**src/rtl/controller_poller_m_pkg.sv**
```systemverilog
// Shared types and constants for the NES controller poller.
package controller_poller_m_pkg;

    // Poll sequencer states. The encoding is visible on the debug port.
    typedef enum logic [2:0] {
        IDLE     = 3'd0,
        LATCH    = 3'd1,
        SHIFT_LO = 3'd2,
        SHIFT_HI = 3'd3,
        COMMIT   = 3'd4
    } poll_state_t;

    // Bit positions in the button bytes, in the order the controller shifts them out.
    localparam int BTN_A      = 0;
    localparam int BTN_B      = 1;
    localparam int BTN_SELECT = 2;
    localparam int BTN_START  = 3;
    localparam int BTN_UP     = 4;
    localparam int BTN_DOWN   = 5;
    localparam int BTN_LEFT   = 6;
    localparam int BTN_RIGHT  = 7;

    localparam int BUTTON_COUNT = 8;

endpackage

```
**src/rtl/controller_poller_m_if.sv**
```systemverilog
// Signal bundle between the controller poller, the two controller ports and the CPU side.
// Handshake: `start` is a one-cycle request, accepted only while busy=0 and valid=0;
// `busy` is high from the cycle after acceptance until the commit cycle; `valid` pulses
// for exactly that one commit cycle, and the button/pressed bytes hold the new values
// from the following cycle on. Requests arriving while busy or in the commit cycle are dropped.
interface controller_poller_m_if;
    import controller_poller_m_pkg::*;

    logic                    start;
    logic                    clear_pressed;
    logic                    controller_clk;
    logic                    controller_latch;
    logic                    controller_1_data_in_B;
    logic                    controller_2_data_in_B;
    logic [BUTTON_COUNT-1:0] controller_1_buttons_out;
    logic [BUTTON_COUNT-1:0] controller_2_buttons_out;
    logic [BUTTON_COUNT-1:0] controller_1_pressed_out;
    logic [BUTTON_COUNT-1:0] controller_2_pressed_out;
    logic                    busy;
    logic                    valid;

    // CPU/pad side: issues requests, supplies serial data, reads results.
    modport master (
        output start, clear_pressed, controller_1_data_in_B, controller_2_data_in_B,
        input  controller_clk, controller_latch,
        input  controller_1_buttons_out, controller_2_buttons_out,
        input  controller_1_pressed_out, controller_2_pressed_out,
        input  busy, valid
    );

    // Poller side.
    modport slave (
        input  start, clear_pressed, controller_1_data_in_B, controller_2_data_in_B,
        output controller_clk, controller_latch,
        output controller_1_buttons_out, controller_2_buttons_out,
        output controller_1_pressed_out, controller_2_pressed_out,
        output busy, valid
    );

endinterface

```
**src/rtl/controller_poller_m_channel.sv**
```systemverilog
// One controller port: serial shift register, committed button byte and sticky pressed mask.
module controller_channel_m
    import controller_poller_m_pkg::*;
(
    input  logic                    clk_12_5875,
    input  logic                    rst,
    input  logic                    i_data_B,
    input  logic                    i_sample,
    input  logic                    i_commit,
    input  logic                    i_clear,
    output logic [BUTTON_COUNT-1:0] o_buttons,
    output logic [BUTTON_COUNT-1:0] o_pressed
);

    logic [BUTTON_COUNT-1:0] r_shift;
    logic [BUTTON_COUNT-1:0] r_buttons;
    logic [BUTTON_COUNT-1:0] r_pressed;
    logic [BUTTON_COUNT-1:0] w_new;
    logic [BUTTON_COUNT-1:0] w_pressed_base;

    // Incoming data is active low; the first bit received ends up in bit 0.
    assign w_new          = ~r_shift;
    // A clear in the commit cycle wipes the old mask before new edges are merged in.
    assign w_pressed_base = i_clear ? '0 : r_pressed;

    // Shift in on sample strobes; buttons and pressed mask only change on commit or clear.
    always_ff @(posedge clk_12_5875) begin
        if (rst) begin
            r_shift   <= '0;
            r_buttons <= '0;
            r_pressed <= '0;
        end else begin
            if (i_sample) begin
                r_shift <= {i_data_B, r_shift[BUTTON_COUNT-1:1]};
            end
            if (i_commit) begin
                r_buttons <= w_new;
                r_pressed <= w_pressed_base | (w_new & ~r_buttons);
            end else if (i_clear) begin
                r_pressed <= '0;
            end
        end
    end

    assign o_buttons = r_buttons;
    assign o_pressed = r_pressed;

endmodule

```
**src/rtl/controller_poller_m.sv**
```systemverilog
// Polls two NES-style serial controllers: latch pulse, eight clocked bit slots, atomic commit.
module controller_poller_m
    import controller_poller_m_pkg::*;
#(
    parameter int HALF_PERIOD = 6
) (
    input  logic                  clk_12_5875,
    input  logic                  rst,
    controller_poller_m_if.slave  bus,
    output poll_state_t           o_dbg_state
);

    localparam int CW = $clog2(2 * HALF_PERIOD + 1);
    localparam int BW = $clog2(BUTTON_COUNT);
    localparam logic [CW-1:0] LATCH_LOAD = CW'(2 * HALF_PERIOD - 1);
    localparam logic [CW-1:0] SHIFT_LOAD = CW'(HALF_PERIOD - 1);
    localparam logic [BW-1:0] LAST_BIT   = BW'(BUTTON_COUNT - 1);

    poll_state_t    r_state;
    poll_state_t    w_next_state;
    logic [CW-1:0]  r_presc;
    logic [CW-1:0]  w_presc_next;
    logic [BW-1:0]  r_bit;
    logic [BW-1:0]  w_bit_next;
    logic           w_sample;
    logic           w_commit;
    logic           r_latch;
    logic           r_clk;
    logic           r_busy;
    logic           r_valid;
    logic [BUTTON_COUNT-1:0] w_btn1;
    logic [BUTTON_COUNT-1:0] w_btn2;
    logic [BUTTON_COUNT-1:0] w_prs1;
    logic [BUTTON_COUNT-1:0] w_prs2;

    // Next state, bit index, prescaler reload and the sample/commit strobes.
    always_comb begin
        w_next_state = r_state;
        w_bit_next   = r_bit;
        w_sample     = 1'b0;
        w_commit     = 1'b0;
        case (r_state)
            IDLE: begin
                w_bit_next = '0;
                if (bus.start) begin
                    w_next_state = LATCH;
                end
            end
            LATCH: begin
                if (r_presc == '0) begin
                    w_next_state = SHIFT_LO;
                end
            end
            SHIFT_LO: begin
                // Data is taken on the last low cycle, well after the pad has settled.
                if (r_presc == '0) begin
                    w_sample     = 1'b1;
                    w_next_state = SHIFT_HI;
                end
            end
            SHIFT_HI: begin
                if (r_presc == '0) begin
                    if (r_bit == LAST_BIT) begin
                        w_next_state = COMMIT;
                    end else begin
                        w_bit_next   = r_bit + 1'b1;
                        w_next_state = SHIFT_LO;
                    end
                end
            end
            COMMIT: begin
                w_commit     = 1'b1;
                w_next_state = IDLE;
            end
            default: begin
                w_next_state = IDLE;
            end
        endcase

        w_presc_next = r_presc;
        if (w_next_state != r_state) begin
            case (w_next_state)
                LATCH:              w_presc_next = LATCH_LOAD;
                SHIFT_LO, SHIFT_HI: w_presc_next = SHIFT_LOAD;
                default:            w_presc_next = '0;
            endcase
        end else if (r_presc != '0) begin
            w_presc_next = r_presc - 1'b1;
        end
    end

    // State, counters and pad/status outputs; outputs are decoded from the next
    // state so each registered output lines up with the state it describes.
    always_ff @(posedge clk_12_5875) begin
        if (rst) begin
            r_state <= IDLE;
            r_presc <= '0;
            r_bit   <= '0;
            r_latch <= 1'b0;
            r_clk   <= 1'b1;
            r_busy  <= 1'b0;
            r_valid <= 1'b0;
        end else begin
            r_state <= w_next_state;
            r_presc <= w_presc_next;
            r_bit   <= w_bit_next;
            r_latch <= (w_next_state == LATCH);
            r_clk   <= (w_next_state != SHIFT_LO);
            r_busy  <= (w_next_state == LATCH) || (w_next_state == SHIFT_LO) ||
                       (w_next_state == SHIFT_HI);
            r_valid <= (w_next_state == COMMIT);
        end
    end

    controller_channel_m u_port1 (
        .clk_12_5875 (clk_12_5875),
        .rst         (rst),
        .i_data_B    (bus.controller_1_data_in_B),
        .i_sample    (w_sample),
        .i_commit    (w_commit),
        .i_clear     (bus.clear_pressed),
        .o_buttons   (w_btn1),
        .o_pressed   (w_prs1)
    );

    controller_channel_m u_port2 (
        .clk_12_5875 (clk_12_5875),
        .rst         (rst),
        .i_data_B    (bus.controller_2_data_in_B),
        .i_sample    (w_sample),
        .i_commit    (w_commit),
        .i_clear     (bus.clear_pressed),
        .o_buttons   (w_btn2),
        .o_pressed   (w_prs2)
    );

    assign bus.controller_clk           = r_clk;
    assign bus.controller_latch         = r_latch;
    assign bus.busy                     = r_busy;
    assign bus.valid                    = r_valid;
    assign bus.controller_1_buttons_out = w_btn1;
    assign bus.controller_2_buttons_out = w_btn2;
    assign bus.controller_1_pressed_out = w_prs1;
    assign bus.controller_2_pressed_out = w_prs2;
    assign o_dbg_state                  = r_state;

endmodule
```
**src/flat_wrapper.sv**
```systemverilog
// flat-port wrapper written by rule: the top's interface ports become plain ports
module controller_poller_m_flat import controller_poller_m_pkg::*;
#(
    parameter int HALF_PERIOD = 6
)
  (clk_12_5875, rst, o_dbg_state, bus_start, bus_clear_pressed, bus_controller_1_data_in_B, bus_controller_2_data_in_B, bus_controller_clk, bus_controller_latch, bus_controller_1_buttons_out, bus_controller_2_buttons_out, bus_controller_1_pressed_out, bus_controller_2_pressed_out, bus_busy, bus_valid);
  controller_poller_m_if bus_i ();
  input  logic clk_12_5875;
  input  logic rst;
  output poll_state_t o_dbg_state;
  input wire logic [$bits(bus_i.start)-1:0] bus_start;
  input wire logic [$bits(bus_i.clear_pressed)-1:0] bus_clear_pressed;
  input wire logic [$bits(bus_i.controller_1_data_in_B)-1:0] bus_controller_1_data_in_B;
  input wire logic [$bits(bus_i.controller_2_data_in_B)-1:0] bus_controller_2_data_in_B;
  output wire logic [$bits(bus_i.controller_clk)-1:0] bus_controller_clk;
  output wire logic [$bits(bus_i.controller_latch)-1:0] bus_controller_latch;
  output wire logic [$bits(bus_i.controller_1_buttons_out)-1:0] bus_controller_1_buttons_out;
  output wire logic [$bits(bus_i.controller_2_buttons_out)-1:0] bus_controller_2_buttons_out;
  output wire logic [$bits(bus_i.controller_1_pressed_out)-1:0] bus_controller_1_pressed_out;
  output wire logic [$bits(bus_i.controller_2_pressed_out)-1:0] bus_controller_2_pressed_out;
  output wire logic [$bits(bus_i.busy)-1:0] bus_busy;
  output wire logic [$bits(bus_i.valid)-1:0] bus_valid;
  assign bus_i.start = bus_start;
  assign bus_i.clear_pressed = bus_clear_pressed;
  assign bus_i.controller_1_data_in_B = bus_controller_1_data_in_B;
  assign bus_i.controller_2_data_in_B = bus_controller_2_data_in_B;
  assign bus_controller_clk = bus_i.controller_clk;
  assign bus_controller_latch = bus_i.controller_latch;
  assign bus_controller_1_buttons_out = bus_i.controller_1_buttons_out;
  assign bus_controller_2_buttons_out = bus_i.controller_2_buttons_out;
  assign bus_controller_1_pressed_out = bus_i.controller_1_pressed_out;
  assign bus_controller_2_pressed_out = bus_i.controller_2_pressed_out;
  assign bus_busy = bus_i.busy;
  assign bus_valid = bus_i.valid;
  controller_poller_m #(.HALF_PERIOD(HALF_PERIOD)) u_core (.clk_12_5875(clk_12_5875), .rst(rst), .bus(bus_i), .o_dbg_state(o_dbg_state));
endmodule
```
**config.mk**
```make
export PLATFORM = sky130hd
export DESIGN_NAME = controller_poller_m_flat
export DESIGN_NICKNAME = d
export VERILOG_FILES = /design/src/rtl/controller_poller_m_pkg.sv /design/src/rtl/controller_poller_m_if.sv /design/src/rtl/controller_poller_m_channel.sv /design/src/rtl/controller_poller_m.sv /design/src/flat_wrapper.sv
export SDC_FILE = /design/constraint.sdc
export NUM_CORES = 1
export LEC_CHECK = 0
export ABC_AREA = 0
export CORE_MARGIN = 2
export CORE_UTILIZATION = 50
export DETAILED_ROUTE_END_ITERATION = 16
export GPL_ROUTABILITY_DRIVEN = 0
export PLACE_DENSITY = 0.78
export SYNTH_ARGS = -nofsm -noshare
export SYNTH_HDL_FRONTEND = slang
export SYNTH_SLANG_ARGS = --single-unit
```
**constraint.sdc**
```tcl
create_clock -name clk_12_5875 -period 3.3 [get_ports clk_12_5875]
set_input_delay 0.66 -clock clk_12_5875 [delete_from_list [all_inputs] [get_ports clk_12_5875]]
set_output_delay 0.66 -clock clk_12_5875 [all_outputs]
set_load 0.01 [all_outputs]
```
==> summary.md <==
| Metric | Value |
|---|---|
| Worst reg2reg startpoint | u_core.r_presc[0]$_SDFFE_PP0P_ |
| Internal power | between 1 and 1.5 mW |
| Post-synth top flop | dfxtp_1 |
| I/O Pins | 45 |
| Yosys top cell by area | dfxtp_1 |
| Post-synth EDFFs | 0 |
| Root Driver | clkbuf_8 |
| Multi-input gate area | around 0.0010 mm^2 |
| Clk sinks | just over 60 |
| Post-Synthesis Cells | approximately 280 |
| Antenna Diode Count | 0 |
| Pwr dens | roughly 620 mW/mm^2 |
| Hold crit path type | reg -> reg |
| Post-route DRC | 0 |
| CP Data Required Time | between 2 and 3 ns |
| Clock power frac | 0.392 |
| Sw frac | 0.262 |
| Async set-reset flop share out of synthesis | 0 |
| Peak VDD IR | roughly 430 uV |
| Drt pass-1 iters | 4 |
| Synth Area per Inst | 8.57 um^2 |
| Overall die height | 72.6 um |
| CP endpoint kind | output pin |
| Post-CTS setup buffers | 0 |
| Starting DRC count in detailed routing | 101 |
| Initial antenna violation count | 0 |
| Post-DR wirelength/cell | between 10 and 15 um |
| Worst path bufs/invs | 1 |
| Post-route cell area | 0.00299 mm^2 |
| Worst Max-Slew Pin Slew | roughly 0.96 ns |
| Post-synth top area share | 0.527 |
| Worst Min Path Start | u_core.u_port2.r_shift[0]$_SDFFE_PP0P_ |
| Fill cells | 364 |
| Overall power | ~1.9 mW |
| Placed Area | between 0.002 and 0.003 mm^2 |
| CP Launch Point | u_core.o_dbg_state[0]$_SDFF_PP0_ |
| Total GRT Usage | 0.204 |
| FMAX | 0.439 GHz |
| Max-slew violations | 0 |
| H-tree depth | 3 |
| Area Overhead vs Synth | 27.1% |
| First-pass GRT wire length | approximately 8300 um |
| Proportion of layout cells with a drive suffix above 1 | 0.0696 |
| # resized after CTS | 0 |
| CP delay by family, top | flip-flops |
| Critical path, cell by cell | clkdlybuf4s50_1 |
| DP Worst Slack | 1.34 ns |
| Nets | 320 |
| Clock Latency Late Sink | 0.34 ns |
| Max FO, Critical Path | 18 |
| TNS Setup | 0 ns |
| Core Area | around 0.0044 mm^2 |
| Post-CTS Hold Buffers | 0 |
| Remaining antenna violation count after routing | 0 |
| Post-synth top cells | dfxtp_1 (62), a21oi_1 (46), nand2_1 (43) |
| DP HPWL | between 3000 and 4000 um |
| Most common cell in the netlist | dfxtp_1 |
| Final global-route overflow total | 0 |
| Sequential share of the synthesized area | 0.527 |
| Via count | 1939 |
| Starting density of the core | 0.530 |
| Clk_skew | between 0.008 and 0.009 ns |
| Pin count of the biggest net entering global routing | 52 |
| RSZ-0062 raised after global routing | false |
| CTS Buffer Depth | 2 |
| P_sw | 0.488 mW |
| Status | completed |
| WP data arrival | approximately 1.6 ns |
| Mapped cell area | around 0.0024 mm^2 |
| Crit-path max cell delay | between 0.6 and 0.7 ns |
| Logic pwr share | 0.155 |
| Post-synthesis register bit count | 62 |
| Die W | between 70 and 80 um |
| Part of the cycle the worst path needs | 0.690 |
| Critical Path Source Type | flip-flop |
| Vias per cell | about 5.3 |
| Unique masters post-synth | 33 |
| Vias in the first global route | around 1800 |
| Crit-path slowest cell | dfxtp_1 |
| Yosys warning count | 0 |
| Die Area | between 0.005 and 0.006 mm^2 |
| Worst-path clk slew | around 0.070 ns |
| Critical path class | reg -> out |
| Port-buffer cells | 44 |
| Setup ws final | just over 1 ns |
| # rows | 24 |
| Minimum clock period | ~2.3 ns |
| Final Hold Vio Count | 0 |
| Sequential Area | approximately 0.0012 mm^2 |
| Max-cap violations | 0 |
| Synth Net Count | around 280 |
| CTS buffer count | 9 |
| Final setup vio count | 0 |
| Max-slew headroom | 0.359 |
| CTS tree | done |
| Final wirelength | 4890 um |
| Top area cells in the synthesized netlist | dfxtp_1 (53%), a21oi_1 (9.8%), nand2_1 (6.9%) |
| Leak | about 1.1 nW |
| Flop pwr share | 0.453 |
-- layout make-up --
type | instances | share of cell area
sequential | 62 | 0.415
multi-input combinational | 189 | 0.336
clock inverter | 6 | 0.0284
timing repair buffer | 45 | 0.148
inverter | 4 | 0.00501
clock buffer | 10 | 0.0460
tap | 52 | 0.0217
-- registers in the layout, indices dropped and copies added, names as in the netlist, 3 cells and up --
register / count
u_core.u_port1.o_buttons: 8
u_core.u_port1.o_pressed: 8
u_core.u_port1.r_shift: 8
u_core.u_port2.o_buttons: 8
u_core.u_port2.o_pressed: 8
u_core.u_port2.r_shift: 8
u_core.r_presc: 4
u_core.o_dbg_state: 3
u_core.r_bit: 3
-- cells in the final DEF (no fill, tap or decap), drive strengths merged --
| cell type | instances |
|---|---|
| dfxtp | 62 |
| a21oi | 46 |
| nand2 | 43 |
| clkdlybuf4s50 | 43 |
| nor2 | 29 |
| nor3 | 24 |
| a211oi | 10 |
| clkbuf | 10 |
| or2 | 8 |
| inv | 4 |
| or3 | 3 |
| nor2b | 3 |
| ha | 3 |
| nor4 | 2 |
| a22o | 2 |
| clkinvlp | 2 |
| bufinv | 2 |
| clkinv | 2 |
| nor3b | 2 |
| o21ai | 2 |
| buf | 2 |
| nand4bb | 1 |
| or3b | 1 |
| nor4bb | 1 |
| and3 | 1 |
| a311o | 1 |
| and2 | 1 |
| a311oi | 1 |
| o32a | 1 |
| a2111o | 1 |
| xnor2 | 1 |
| nand4b | 1 |
| mux2 | 1 |
-- worst reg2reg max path: cells and delay by family (launching register included) --
kind,cells,cell delay [ns]
compound gates,1,0.19
fa+ha+maj,1,0.25
buf+inv,1,0.06
flops,1,0.33
simple gates,3,1.11
-- per-layer routing --
metal	track usage	part of all wire
met1	0.257	0.48
met2	0.326	0.46
met3	0.0580	0.037
met4	0.0926	0.019
met5	0	0
-- final timing paths --
path	to	slack, ns	cells past startpoint
worst max-delay path	o_dbg_state[0]	1.02	1
worst min-delay path	u_core.u_port2.o_buttons[0]$_SDFFE_PP0N_	0.47	1
worst max register to register	u_core.u_port1.r_shift[7]$_SDFFE_PP0P_	1.29	6
worst min register to register	u_core.u_port2.o_buttons[0]$_SDFFE_PP0N_	0.47	1
-- kinds of logic after synthesis --
group,after synthesis,share of synthesized area
and+or+nand+nor,120,0.243
adders and majority gates,3,0.0159
xor gates and xnor gates,1,0.00372
muxes,1,0.00478
AOI/OAI and AO/OA,64,0.160
DFF,62,0.527
buffers and inverters,24,0.0457
-- power groups by stage --
stage | clock [mW] | combinational [mW] | sequential (mW)
finish | 0.729 | 0.289 | 0.842
global route | 0.773 | 0.322 | 0.850
CTS | 0.747 | 0.289 | 0.841
detailed placement | 0 | 0.286 | 0.858
global placement | 0 | 0.288 | 0.856
floorplan | 0 | 0.231 | 0.842
-- per-stage QoR --
step	hold WS (ns)	utilization	cells
2_1_floorplan	0.437	-	275
3_3_place_gp	0.450	0.624	352
3_5_place_dp	0.463	0.624	352
4_1_cts	0.474	0.674	368
5_1_grt	0.489	0.674	368
6_report	0.473	0.674	368
No activity file was read; power rests on OpenSTA's default activity.
